$ cat src/rtl/sipo_frame_ctrl.sv
// -----------------------------------------------------------------------------
// sipo_frame_ctrl
// Sequencing controller for a serial-in/parallel-out frame receiver. A start
// bit (din=1 on an en tick while idle) opens a frame. WIDTH data bits are then
// shifted in MSB first, one per en tick. The finished word is moved into a
// holding register and offered on a valid/ready handshake. If a word completes
// while the previous one is still unconsumed, the new word is dropped and a
// sticky overrun flag is raised.
//
// Optional feature macro: SIPO_FRAME_PARITY_EN
//   When defined, one even-parity bit follows the data bits. Completion moves
//   to that parity tick, and parity_err = ^{word, parity bit} is registered
//   together with q_out. When undefined, parity_err is tied to 0.
//
// Ports:
//   clk        in   system clock, rising edge
//   rst        in   asynchronous active-low reset
//   din        in   serial data line, idles at 0
//   en         in   sample tick; din is only looked at when en=1
//   ready      in   consumer accepts the word when valid && ready
//   clr_ovr    in   synchronous clear of overrun (a same-edge set wins)
//   q_out      out  held parallel word [WIDTH-1:0]
//   valid      out  q_out holds an unconsumed word
//   busy       out  frame reception in progress
//   overrun    out  sticky: a completed word was dropped
//   parity_err out  parity status of the held word
// -----------------------------------------------------------------------------
module sipo_frame_ctrl #(
  parameter int WIDTH = 4,
  parameter int CNT_W = 4
) (
  input  logic             clk,
  input  logic             rst,
  input  logic             din,
  input  logic             en,
  input  logic             ready,
  input  logic             clr_ovr,
  output logic [WIDTH-1:0] q_out,
  output logic             valid,
  output logic             busy,
  output logic             overrun,
  output logic             parity_err
);

  typedef enum logic [1:0] {
    IDLE   = 2'd0,
    SHIFT  = 2'd1,
    PARITY = 2'd2
  } state_t;

  localparam logic [CNT_W-1:0] CNT_ZERO = CNT_W'(0);
  localparam logic [CNT_W-1:0] CNT_ONE  = CNT_W'(1);
  localparam logic [CNT_W-1:0] CNT_LAST = CNT_W'(WIDTH - 1);

  state_t           state_r, state_s;
  logic [WIDTH-1:0] sreg_r, sreg_s;
  logic [CNT_W-1:0] cnt_r, cnt_s;
  logic             done_s;   // a frame completes on this edge
  logic [WIDTH-1:0] word_s;   // word to load when done_s
  logic [WIDTH-1:0] q_r;
  logic             valid_r;
  logic             busy_r;
  logic             ovr_r;

`ifdef SIPO_FRAME_PARITY_EN
  logic             perr_s;
  logic             perr_r;

  // Even parity over data plus parity bit: 1 means the check failed.
  function automatic logic even_par(input logic [WIDTH-1:0] w, input logic b);
    return ^{w, b};
  endfunction
`endif

  // Next-state, shift and completion decode.
  always_comb begin
    state_s = state_r;
    sreg_s  = sreg_r;
    cnt_s   = cnt_r;
    done_s  = 1'b0;
    word_s  = sreg_r;
`ifdef SIPO_FRAME_PARITY_EN
    perr_s  = 1'b0;
`endif
    case (state_r)
      IDLE: begin
        if (en && din) begin
          state_s = SHIFT;
          cnt_s   = CNT_ZERO;
        end else begin
          state_s = IDLE;
        end
      end
      SHIFT: begin
        if (en) begin
          sreg_s = {sreg_r[WIDTH-2:0], din};
          if (cnt_r == CNT_LAST) begin
            cnt_s = CNT_ZERO;
`ifdef SIPO_FRAME_PARITY_EN
            state_s = PARITY;
`else
            // Last data bit: the word leaves on this same edge.
            state_s = IDLE;
            done_s  = 1'b1;
            word_s  = {sreg_r[WIDTH-2:0], din};
`endif
          end else begin
            cnt_s   = cnt_r + CNT_ONE;
            state_s = SHIFT;
          end
        end else begin
          state_s = SHIFT;
        end
      end
      PARITY: begin
`ifdef SIPO_FRAME_PARITY_EN
        if (en) begin
          state_s = IDLE;
          done_s  = 1'b1;
          word_s  = sreg_r;
          perr_s  = even_par(sreg_r, din);
        end else begin
          state_s = PARITY;
        end
`else
        state_s = IDLE;
`endif
      end
      default: begin
        state_s = IDLE;
      end
    endcase
  end

  // Receive-side state: FSM, shift register, bit counter, busy.
  always_ff @(posedge clk or negedge rst) begin
    if (!rst) begin
      state_r <= IDLE;
      sreg_r  <= {WIDTH{1'b0}};
      cnt_r   <= CNT_ZERO;
      busy_r  <= 1'b0;
    end else begin
      state_r <= state_s;
      sreg_r  <= sreg_s;
      cnt_r   <= cnt_s;
      busy_r  <= (state_s != IDLE);
    end
  end

  // Holding register, handshake and sticky overrun.
  always_ff @(posedge clk or negedge rst) begin
    if (!rst) begin
      q_r     <= {WIDTH{1'b0}};
      valid_r <= 1'b0;
      ovr_r   <= 1'b0;
`ifdef SIPO_FRAME_PARITY_EN
      perr_r  <= 1'b0;
`endif
    end else begin
      // A drop sets overrun even if clr_ovr is asserted on the same edge.
      if (done_s && valid_r && !ready) begin
        ovr_r <= 1'b1;
      end else if (clr_ovr) begin
        ovr_r <= 1'b0;
      end
      // Load when the slot is empty or is being drained on this edge.
      if (done_s && (!valid_r || ready)) begin
        q_r     <= word_s;
        valid_r <= 1'b1;
`ifdef SIPO_FRAME_PARITY_EN
        perr_r  <= perr_s;
`endif
      end else if (valid_r && ready) begin
        valid_r <= 1'b0;
      end
    end
  end

  assign q_out   = q_r;
  assign valid   = valid_r;
  assign busy    = busy_r;
  assign overrun = ovr_r;
`ifdef SIPO_FRAME_PARITY_EN
  assign parity_err = perr_r;
`else
  assign parity_err = 1'b0;
`endif

endmodule

$ cat config.mk
export PLATFORM = sky130hd
export DESIGN_NAME = sipo_frame_ctrl
export DESIGN_NICKNAME = d
export VERILOG_FILES = /design/src/rtl/sipo_frame_ctrl.sv
export SDC_FILE = /design/constraint.sdc
export NUM_CORES = 1
export LEC_CHECK = 0
export BUFFER_PORTS_ARGS = -buffer_cell sky130_fd_sc_hd__buf_2
export CORE_UTILIZATION = 35
export CTS_CLUSTER_SIZE = 30
export DETAILED_ROUTE_END_ITERATION = 8
export GPL_TIMING_DRIVEN = 1
export PLACE_DENSITY_LB_ADDON = 0.15
export SLEW_MARGIN = 20
export SYNTH_ARGS = -nofsm -noshare
export SYNTH_HDL_FRONTEND = slang
export SYNTH_SLANG_ARGS = --single-unit
export TNS_END_PERCENT = 30
$ cat constraint.sdc
create_clock -name clk -period 2.1 [get_ports clk]
set_clock_uncertainty 0.1 [all_clocks]
set_input_delay 0.525 -clock clk [delete_from_list [all_inputs] [get_ports clk]]
set_output_delay 0.525 -clock clk [all_outputs]
set_load 0.02 [all_outputs]
==> results of run 1 <==
## cell usage in the layout, fill, tap and decap left out
| cell type | n |
|---|---|
| a21oi_1 | 3 |
| conb_1 | 1 |
| ha_1 | 1 |
| a211oi_1 | 1 |
| nand4_1 | 1 |
| buf_2 | 12 |
| a22o_1 | 1 |
| dfrtp_1 | 14 |
| and2_1 | 1 |
| clkbuf_4 | 3 |
| o22ai_1 | 1 |
| nor3b_4 | 1 |
| o21ai_0 | 2 |
| inv_1 | 3 |
| a22o_2 | 1 |
| nand4b_1 | 1 |
| nand2_1 | 13 |
| o31ai_1 | 1 |
| mux2_4 | 4 |
| nand2b_1 | 1 |
| nand3_4 | 1 |
| nand3_1 | 1 |
## state kept, by name, indices dropped and copies added, names as in the netlist
| register | count |
|---|---|
| busy | 1 |
| valid | 1 |
| sreg_r | 3 |
| q_out | 4 |
| overrun | 1 |
| cnt_r | 4 |
## worst min-delay path by stage
stage,from,to,cells past startpoint,slack [ps]
2_1_floorplan,rst,busy$_DFF_PN0_,0,130
3_3_place_gp,rst,cnt_r[2]$_DFFE_PN0P_,1,340
3_5_place_dp,rst,cnt_r[2]$_DFFE_PN0P_,1,340
4_1_cts,rst,cnt_r[2]$_DFFE_PN0P_,1,30
5_1_grt,rst,cnt_r[2]$_DFFE_PN0P_,1,50
6_report,rst,cnt_r[2]$_DFFE_PN0P_,1,30
## power by group through the flow
stage | Sequential, mW | Clock, mW | Combinational, mW
floorplan | 0.494 | 0 | 0.180
global placement | 0.453 | 0 | 0.305
detailed placement | 0.454 | 0 | 0.305
CTS | 0.449 | 0.151 | 0.306
global route | 0.464 | 0.160 | 0.345
finish | 0.450 | 0.144 | 0.303
## cell families (layout without fill, tap and decap cells)
family / Yosys count / after routing / share of synthesized area
AOI/OAI and AO/OA: 10 / 10 / 0.102
and+or+nand+nor: 20 / 20 / 0.185
DFF: 14 / 14 / 0.551
muxes: 4 / 4 / 0.0945
buffers and inverters: 5 / 18 / 0.0413
other: 1 / 1 / 0.00590
adders and majority gates: 1 / 1 / 0.0197
## layer usage
layer | vias up | GRT usage
li1 | 218 | -
met3 | 2 | 0.0408
met2 | 18 | 0.165
met4 | 0 | 0.0909
met1 | 199 | 0.167
met5 | - | 0
## per-stage QoR
| stage | utilization | setup slack [ps] | cell area (um2) |
|---|---|---|---|
| 2_1_floorplan | - | 613 | 636 |
| 3_3_place_gp | 0.417 | 417 | 712 |
| 3_5_place_dp | 0.417 | 390 | 712 |
| 4_1_cts | 0.430 | 467 | 734 |
| 5_1_grt | 0.430 | 344 | 734 |
| 6_report | 0.430 | 458 | 734 |
## cell type report
class                      count  area share
clock buffer                   3      0.0307
inverter                       3      0.0153
multi-input combinational     36       0.353
sequential                    14       0.477
tap                           25      0.0426
timing repair buffer          12      0.0818
==> Flow_metrics.wiki, run 1 <==
{| class="wikitable"
! Metric !! Value
|-
| Sum of net half-perimeters after detailed placement || 761 um
|-
| Grt ovf || 0
|-
| Number of synthesized flops with an enable pin || 0
|-
| Depth of the worst register-to-register path || 4
|-
| Initial cell density of the core || 0.372
|-
| Share of flip-flops with an asynchronous set or reset after synthesis || 1.00
|-
| Largest cells by area after synthesis || dfrtp_1 (55%), mux2_4 (9.4%), nand2_1 (7.7%)
|-
| Number of core rows || 15
|-
| CP Capture Point || q_out[1]$_DFFE_PN0P_
|-
| Number of top-level pins || 14
|-
| Static leakage || 0.374 nW
|-
| Reg power frac || 0.502
|-
| Number of cells on the critical path || 4
|-
| Maximum number of buffers from clock root to sink || 2
|-
| Uppermost signal routing layer after detailed routing || met4
|-
| Average size of a mapped cell || 11.6 um2
|-
| Largest net degree at the start of global routing || 15
|-
| Part of the power in the clock network || 0.160
|-
| Die area || 1990 um2
|-
| Max_slew headroom || 0.652
|-
| Number of port buffers || 12
|-
| First-pass GRT wire length || 1.71 mm
|-
| Share of total power in combinational logic || 0.338
|-
| Die outline width || 44.6 um
|-
| Final setup viols || 0
|-
| PwrDens || 1220 nW/um2
|-
| Number of violations of the max-capacitance limit || 0
|-
| Hold-fix buffer count after cts || 0
|-
| Core Box Area || 1710 um2
|-
| Reg-to-reg setup timing slack || 460 ps
|-
| Layout fillers || 175
|-
| DRT Wirelength || 1.03 mm
|-
| Instance count of the mapped netlist || 55
|-
| Post-cts gate resize count || 0
|-
| H-tree level count || 1
|-
| Measured slew at the worst slew-check pin || 516 ps
|-
| Synth Register Bits || 14
|-
| Routability Congestion || 0.693
|-
| Fraction of synthesized cell area taken by the top area cell type || 0.551
|-
| Number of detailed-routing iterations run before antenna repair || 5
|-
| Vias in the first global route || 384
|-
| Unrepaired setup endpoints after global routing || false
|-
| Hold crit path type || in -> async
|-
| Destination of the worst register-to-register timing path || q_out[1]$_DFFE_PN0P_
|-
| Average wire per standard cell || 11.1 um
|-
| Area growth syn-to-layout || 15.6%
|-
| Tot GR Track Use || 0.124
|-
| Number of buffer and inverter stages on the critical path || 0
|-
| Mapped Area || 636 um2
|-
| Yosys warns || 0
|-
| Routed wl met2 || 445 um
|-
| Primary FF master, synth || dfrtp_1
|-
| Critical path cell sequence || ha_1 -> nor3b_4 -> nand3_4 -> mux2_4
|-
| Number of distinct standard cells referenced by the synthesized netlist || 21
|-
| Library cell occupying the most area in the post-synthesis netlist || dfrtp_1
|-
| Antenna Nets Post-Route || 0
|-
| Footprint of the multi-input gates || 259 um2
|-
| Startpoint of the most critical setup path || cnt_r[0]$_DFFE_PN0P_
|-
| Crit Path Max Fanout || 5
|-
| Switching Share || 0.353
|-
| Initial antenna violation count || 0
|-
| Most repeated cell in the gate-level netlist after synthesis || dfrtp_1
|-
| Overall power after layout || 0.897 mW
|-
| Worst-skew pair later-pin latency || 270 ps
|-
| CTS tree || built
|-
| Largest stage delay on the critical path || 420 ps
|-
| Wire length on met3 || 84 um
|-
| Largest delay contributor family on the critical path || simple AND/OR/NAND/NOR gates
|-
| Internal Power || 0.580 mW
|-
| Crit Path Category || reg -> reg
|-
| Clock buffer count from CTS || 3
|-
| Number of failing hold endpoints at the final stage || 0
|-
| Min Clock Period, post-route || 1640 ps
|-
| Critical path capture point type || flop
|-
| Root Driver || clkbuf_4
|-
| Number of sinks on the clock net || 14
|-
| Critical path data required time || 2160 ps
|-
| Placed Cells || 90
|-
| Origin of the critical flop-to-flop path || cnt_r[0]$_DFFE_PN0P_
|-
| Clock transition at the register clock pins on the worst setup and hold paths after CTS || 80 ps
|-
| Max Freq || 609 MHz
|-
| Final-stage net count || 77
|-
| Type of element launching the critical path || flop
|-
| Status || complete, no violations
|-
| Register cell area after layout || 350 um2
|-
| Via count of the routed design || 437
|-
| Period Utilization, post-route || 0.782
|-
| Master of the slowest instance on the critical path || dfrtp_1
|-
| Inserted Diodes || 0
|-
| Total routed wire length on the met1 layer || 490 um
|-
| Drt initial violations || 15
|-
| Minimum hold slack || 31.5 ps
|-
| Proportion of layout cells with a drive suffix above 1 || 0.324
|-
| Vert. Die Dim || 44.6 um
|-
| Worst VDD drop || 0.344 mV
|-
| Psw || 0.317 mW
|-
| Worst endpoint data arrival time || 1700 ps
|-
| Number of nets produced by synthesis || 62
|-
| Most frequent cells after synthesis || dfrtp_1 (14), nand2_1 (13), mux2_4 (4), a21oi_1 (3), inv_1 (3)
|-
| DRC Markers || 0
|-
| Via density per instance || 4.70
|-
| Postcts setup bufs || 0
|-
| Part of the Yosys area used for sequential elements || 0.551
|-
| Setup Total Neg Slack || 0 ps
|-
| Final Non-Filler Cells || 93
|-
| Final count of pins violating max slew || 0
|}
No activity file was read; power rests on OpenSTA's default activity.
==> run 2: changes to the inputs <==
- clock period: 2.1 -> 1.4 ns (I/O delays scaled with it)
==> run 2 against run 1 <==
  * The flow now finishes with violations (negative setup slack)
  * Global-route usage grew 2.3 points
  * First-iteration DRC count is 13% lower
  * Maximum frequency rose by 13%
  * Register-to-register slack got worse by 510 ps
  * Combinational power rose by 110%
  * Setup slack got worse by 510 ps
  * Die area stayed put
  * Critical endpoint is now q_out[0]$_DFFE_PN0P_
==> Flow_metrics.wiki, run 2 (synthesis gave the netlist of run 1 again) <==
{| class="wikitable"
! Metric !! Value
|-
| Worst setup slack before clock tree synthesis || -28.7 ps (-419 ps)
|-
| Grt ovf || 0 (unchanged)
|-
| Unrepaired setup endpoints after global routing || true
|-
| Tot GR Track Use || 0.147 (+0.0227)
|-
| Leading cell type in the layout, fill and taps excluded || dfrtp_1
|-
| Number of buffer and inverter stages on the critical path || 0 (unchanged)
|-
| Die area || 1990 um2 (unchanged)
|-
| Number of sinks on the clock net || 14 (unchanged)
|-
| Die outline width || 44.6 um (unchanged)
|-
| Clock transition at the register clock pins on the worst setup and hold paths after CTS || 90 ps (about the same)
|-
| Status || complete, but fails checks
|-
| Root Driver || clkbuf_4
|-
| Minimum hold slack || 150 ps (+118 ps)
|-
| Layout fillers || 161 (-8.0%)
|-
| Vias in the first global route || 477 (+24%)
|-
| Largest delay contributor family on the critical path || flip-flops
|-
| Violated checks || negative setup slack
|-
| Drt initial violations || 13 (-2)
|-
| Inserted Diodes || 0 (unchanged)
|-
| Register cell area after layout || 350 um2 (unchanged)
|-
| Sum of net half-perimeters after detailed placement || 911 um (+20%)
|-
| Min Clock Period, post-route || 1450 ps (-190 ps)
|-
| Largest stage delay on the critical path || 370 ps (-50 ps)
|-
| First-pass GRT wire length || 2.05 mm (+20%)
|-
| Number of top-level pins || 14 (unchanged)
|-
| Routability Congestion || 0.716 (+3.3%)
|-
| Vert. Die Dim || 44.6 um (unchanged)
|-
| PwrDens || 1870 nW/um2 (+53%)
|-
| Crit Path Max Fanout || 4 (-1)
|-
| DRT Wirelength || 1.24 mm (+20%)
|-
| Commonest cells after routing, fill and taps aside || dfrtp_1 (14), nand2_1 (13), buf_2 (11)
|-
| Type of element launching the critical path || flop
|-
| Via density per instance || 4.64 (-1.3%)
|-
| Footprint of the multi-input gates || 262 um2 (+0.97%)
|-
| Worst VDD drop || 0.644 mV (+87%)
|-
| Final setup viols || 5 (+5)
|-
| Clock buffer count from CTS || 3 (unchanged)
|-
| Antenna Nets Post-Route || 0 (unchanged)
|-
| Initial cell density of the core || 0.372 (unchanged)
|-
| Share of the core filled with cells || 0.495 (+0.0652)
|-
| Maximum number of buffers from clock root to sink || 2 (unchanged)
|-
| Via count of the routed design || 487 (+11%)
|-
| Proportion of layout cells with a drive suffix above 1 || 0.425 (+0.101)
|-
| Largest net degree at the start of global routing || 15 (unchanged)
|-
| Crit Path Category || reg -> reg
|-
| Average wire per standard cell || 11.8 um (+6.5%)
|-
| Number of port buffers || 12 (unchanged)
|-
| Number of detailed-routing iterations run before antenna repair || 4 (-1)
|-
| CTS tree || built
|-
| Period Utilization, post-route || 1.04 (+0.255)
|-
| Number of violations of the max-capacitance limit || 0 (unchanged)
|-
| Overall power after layout || 1.58 mW (+76%)
|-
| Max Freq || 689 MHz (+13%)
|-
| Critical path data required time || 1460 ps (-700 ps)
|-
| Post-route worst setup slack || -52.3 ps (-510 ps)
|-
| Final-stage net count || 88 (+14%)
|-
| Worst-skew pair later-pin latency || 280 ps (about the same)
|-
| Worst endpoint data arrival time || 1520 ps (-180 ps)
|-
| Final count of pins violating max slew || 0 (unchanged)
|-
| Static leakage || 0.437 nW (+17%)
|-
| Critical path capture point type || flop
|-
| Core Box Area || 1710 um2 (unchanged)
|-
| Area growth syn-to-layout || 33.1%
|-
| Number of failing hold endpoints at the final stage || 0 (unchanged)
|-
| DRC Markers || 0 (unchanged)
|-
| H-tree level count || 1 (unchanged)
|-
| Hold crit path type || in -> reg
|-
| Master of the slowest instance on the critical path || dfrtp_1
|-
| Critical path cell sequence || ha_2 -> nor3b_4 -> nand3_4 -> mux2_4
|-
| Initial antenna violation count || 0 (unchanged)
|-
| Number of core rows || 15 (unchanged)
|-
| Reg-to-reg setup timing slack || -50 ps (-510 ps)
|}
[run 2: cell type report]
cell class | instances | share of cell area
clock buffers | 4 | 0.0429
inverters | 3 | 0.0133
multi-input cells | 36 | 0.309
flip-flops and latches | 14 | 0.414
well taps | 25 | 0.0370
repair buffers | 23 | 0.183
[run 2: where the power goes]
part	internal [mW]	total (mW)	leakage, nW	switching (mW)
Sequential	0.548	0.650	0.174	0.102
Combinational	0.342	0.640	0.242	0.298
Clock	0.158	0.290	0.0210	0.132
[run 2: metrics by stage]
step	instance area, um2	TNS [ps]	std cells
global route	846	-442	105
floorplan	636	-347	55
global placement	779	0	99
detailed placement	779	-112	99
finish	846	-207	105
CTS	836	-230	104
[run 2: final timing paths]
kind                                        from                    end  cells past startpoint
setup / recovery            cnt_r[1]$_DFFE_PN0P_   q_out[0]$_DFFE_PN0P_                      4
hold / removal                           clr_ovr    overrun$_DFFE_PN0P_                      2
setup reg to reg            cnt_r[1]$_DFFE_PN0P_   q_out[0]$_DFFE_PN0P_                      4
hold reg to reg            sreg_r[2]$_DFFE_PN0P_  sreg_r[2]$_DFFE_PN0P_                      2
max in group asynchronous                    rst  sreg_r[1]$_DFFE_PN0P_                      2
min in group asynchronous                    rst         busy$_DFF_PN0_                      2
[run 2: metal layers]
layer	global-route usage	part of all wire	vias up	routed length [um]
met3	0.0367	0.064	2	79
met1	0.189	0.44	230	549
li1	-	-	237	-
met4	0.0909	0.011	0	14
met2	0.221	0.48	18	598
met5	0	0	-	0
[run 2: repair_timing]
item / 4_1_cts / 5_1_grt
hold endpoints to repair: 14 / 0
setup endpoints to repair: 5 / 6
resized for setup: 3 / 1
hold buffers: 1 / 0
pin swaps: 0 / 2
setup buffers: 0 / 1
==> run 3: changes to the inputs <==
- ABC_AREA: unset -> 1
==> run 3 against run 2 <==
  * Sequential cell count unchanged
  * Count of clock-buffer cells in the layout unchanged
  * Area after synthesis is 0.98% lower
  * Setup slack improved by 140 ps
  * First-iteration DRC count is 46% lower
  * Clock power fell by 2%
  * Sequential power up 8.6%
  * Non-clock buffer count is 9 lower
  * Die area decreased by 0.94%
  * The flow now finishes without violations
  * Critical endpoint is now busy
  * Largest power group unchanged
  * Core utilization fell by 0.70 points
  * Design area fell by 8.0%
==> Flow_metrics.wiki, run 3 <==
{| class="wikitable"
! Metric !! Value
|-
| Layout fillers || 165 (+2.5%)
|-
| Footprint of the multi-input gates || 258 um2 (-1.4%)
|-
| Largest delay contributor family on the critical path || flip-flops
|-
| Initial cell density of the core || 0.395 (+0.0227)
|-
| Number of top-level pins || 14 (unchanged)
|-
| Critical path data required time || 950 ps (-510 ps)
|-
| Synth Register Bits || 14 (unchanged)
|-
| Unrepaired setup endpoints after global routing || false
|-
| CTS tree || built
|-
| PwrDens || 1970 nW/um2 (+5.5%)
|-
| DRT Wirelength || 1.15 mm (-7.6%)
|-
| Worst VDD drop || 0.808 mV (+25%)
|-
| Min Clock Period, post-route || 1310 ps (-139 ps)
|-
| Most frequent cells after synthesis || nand2_1 (29), dfrtp_1 (14), nand3_1 (7), inv_1 (6), o21ai_1 (3)
|-
| Via density per instance || 4.44 (-4.3%)
|-
| Largest cells by area after synthesis || dfrtp_1 (56%), nand2_1 (17%), nand3_1 (5.6%)
|-
| Commonest cells after routing, fill and taps aside || nand2_1 (29), dfrtp_1 (14), buf_2 (12)
|-
| Average size of a mapped cell || 8.39 um2 (-27%)
|-
| Largest stage delay on the critical path || 420 ps (+50 ps)
|-
| Inserted Diodes || 0 (unchanged)
|-
| Critical path cell sequence || buf_2
|-
| Number of port buffers || 12 (unchanged)
|-
| Average wire per standard cell || 9.90 um (-16%)
|-
| Crit Path Max Fanout || 4 (unchanged)
|-
| Share of flip-flops with an asynchronous set or reset after synthesis || 1.00 (unchanged)
|-
| Initial antenna violation count || 0 (unchanged)
|-
| Worst endpoint data arrival time || 860 ps (-660 ps)
|-
| Number of buffer and inverter stages on the critical path || 1 (+1)
|-
| Share of the core filled with cells || 0.488 (-0.00701)
|-
| Register cell area after layout || 350 um2 (unchanged)
|-
| Clock transition at the register clock pins on the worst setup and hold paths after CTS || 90 ps (about the same)
|-
| Maximum number of buffers from clock root to sink || 2 (unchanged)
|-
| Tot GR Track Use || 0.133 (-0.0144)
|-
| Clock buffer count from CTS || 3 (unchanged)
|-
| Critical path capture point type || output port
|-
| Via count of the routed design || 515 (+5.7%)
|-
| Number of sinks on the clock net || 14 (unchanged)
|-
| Dpl cell area || 712 um2 (-8.7%)
|-
| Leading cell type in the layout, fill and taps excluded || nand2_1
|-
| Crit Path Category || reg -> out
|-
| Number of distinct standard cells referenced by the synthesized netlist || 17 (-19%)
|-
| Yosys warns || 0 (unchanged)
|-
| Routability Congestion || 0.699 (-2.5%)
|-
| Number of failing hold endpoints at the final stage || 0 (unchanged)
|-
| Sum of net half-perimeters after detailed placement || 848 um (-6.9%)
|-
| Max Freq || 761 MHz (+11%)
|-
| Startpoint of the most critical setup path || busy$_DFF_PN0_
|-
| Antenna Nets Post-Route || 0 (unchanged)
|-
| Library cell occupying the most area in the post-synthesis netlist || dfrtp_1
|-
| Final count of pins violating max slew || 0 (unchanged)
|-
| DRC Markers || 0 (unchanged)
|-
| Setup Total Neg Slack || 0 ps (+207 ps)
|-
| Worst-skew pair later-pin latency || 270 ps (about the same)
|-
| Die outline width || 44.4 um (-0.47%)
|-
| Hold crit path type || in -> reg
|-
| Mapped Area || 629 um2 (-0.98%)
|-
| Drt initial violations || 7 (-6)
|-
| Core Box Area || 1590 um2 (-6.7%)
|-
| Static leakage || 0.416 nW (-4.9%)
|-
| Vias in the first global route || 462 (-3.1%)
|-
| Number of synthesized flops with an enable pin || 0 (unchanged)
|-
| Final setup viols || 0 (-5)
|-
| Final design instance area without fill || 778 um2 (-8.0%)
|-
| Hold Startpoint || clr_ovr
|-
| Part of the Yosys area used for sequential elements || 0.557 (+0.00548)
|-
| Final-stage net count || 100 (+14%)
|-
| H-tree level count || 1 (unchanged)
|-
| Master of the slowest instance on the critical path || dfrtp_1
|-
| Period Utilization, post-route || 0.938 (-0.0989)
|-
| Root Driver || clkbuf_4
|-
| Vert. Die Dim || 44.4 um (-0.47%)
|-
| Status || complete, no violations
|-
| Number of nets produced by synthesis || 82 (+32%)
|-
| Fraction of synthesized cell area taken by the top area cell type || 0.557 (+0.00548)
|-
| Most repeated cell in the gate-level netlist after synthesis || nand2_1
|-
| Grt ovf || 0 (unchanged)
|-
| Overall power after layout || 1.53 mW (-2.9%)
|-
| Number of violations of the max-capacitance limit || 0 (unchanged)
|-
| Area growth syn-to-layout || 23.7%
|-
| Largest net degree at the start of global routing || 15 (unchanged)
|-
| Origin of the critical flop-to-flop path || cnt_r[0]$_DFFE_PN0P_
|-
| Die area || 1970 um2 (-0.94%)
|-
| Reg-to-reg setup timing slack || 110 ps (+160 ps)
|-
| Number of detailed-routing iterations run before antenna repair || 4 (unchanged)
|-
| Instance count of the mapped netlist || 75 (+36%)
|-
| Proportion of layout cells with a drive suffix above 1 || 0.250 (-0.175)
|-
| Type of element launching the critical path || flop
|-
| First-pass GRT wire length || 1.84 mm (-10%)
|-
| Primary FF master, synth || dfrtp_1
|-
| Number of core rows || 14 (-1)
|}
==> run 3: power by group <==
part | internal (mW) | total (mW) | leakage [nW] | switching [mW]
clock | 0.158 | 0.285 | 0.0210 | 0.127
sequential | 0.557 | 0.706 | 0.178 | 0.149
combinational | 0.223 | 0.543 | 0.217 | 0.319
total | 0.938 | 1.53 | 0.416 | 0.595
==> run 3: layer usage <==
metal,vias to the layer above,GRT usage,share of wire
met1,229,0.174,0.51
met2,12,0.197,0.45
met3,2,0.0245,0.032
met5,-,0,0
met4,0,0.0909,0.0078
li1,272,-,-
==> run 3: final timing paths <==
check	endpoint	cells past startpoint
min reg2reg	q_out[0]$_DFFE_PN0P_	2
max reg2reg	q_out[2]$_DFFE_PN0P_	6
max	busy	1
min in group asynchronous	cnt_r[3]$_DFFE_PN0P_	2
max in group asynchronous	sreg_r[1]$_DFFE_PN0P_	2
min	overrun$_DFFE_PN0P_	4
==> run 3: metrics by stage <==
stage / instances / hold slack [ps] / worst slack (ps)
6_report: 116 / 202 / 86.2
5_1_grt: 116 / 218 / 14.8
4_1_cts: 115 / 196 / 50.9
3_5_place_dp: 110 / 164 / 79.2
3_3_place_gp: 110 / 163 / 102
2_1_floorplan: 75 / -45.6 / 171
==> run 3: what timing repair did <==
| action | 4_1_cts | 5_1_grt |
|---|---|---|
| setup buffers | 0 | 1 |
| setup endpoints to repair | 0 | 4 |
| gates resized for setup | 0 | 2 |
| endpoints found under the hold margin | 14 | 0 |
| hold buffers | 1 | 0 |
==> run 3: cell type report <==
type	count	area share
repair buffers	14	0.0997
multi-input cells	53	0.331
inverters	7	0.0338
well taps	24	0.0386
flip-flops and latches	14	0.450
clock buffers	4	0.0466
==> run 3: cell families (layout without fill, tap and decap cells) <==
kind of cell               count (synthesis)  count (layout)  synth area share
buffers and inverters                      8              25            0.0537
and+or+nand+nor                           43              43             0.294
xor gates and xnor gates                   1               1            0.0139
DFF                                       14              14             0.557
other                                      1               1           0.00596
adders and majority gates                  1               1            0.0199
AOI/OAI and AO/OA                          7               7            0.0557
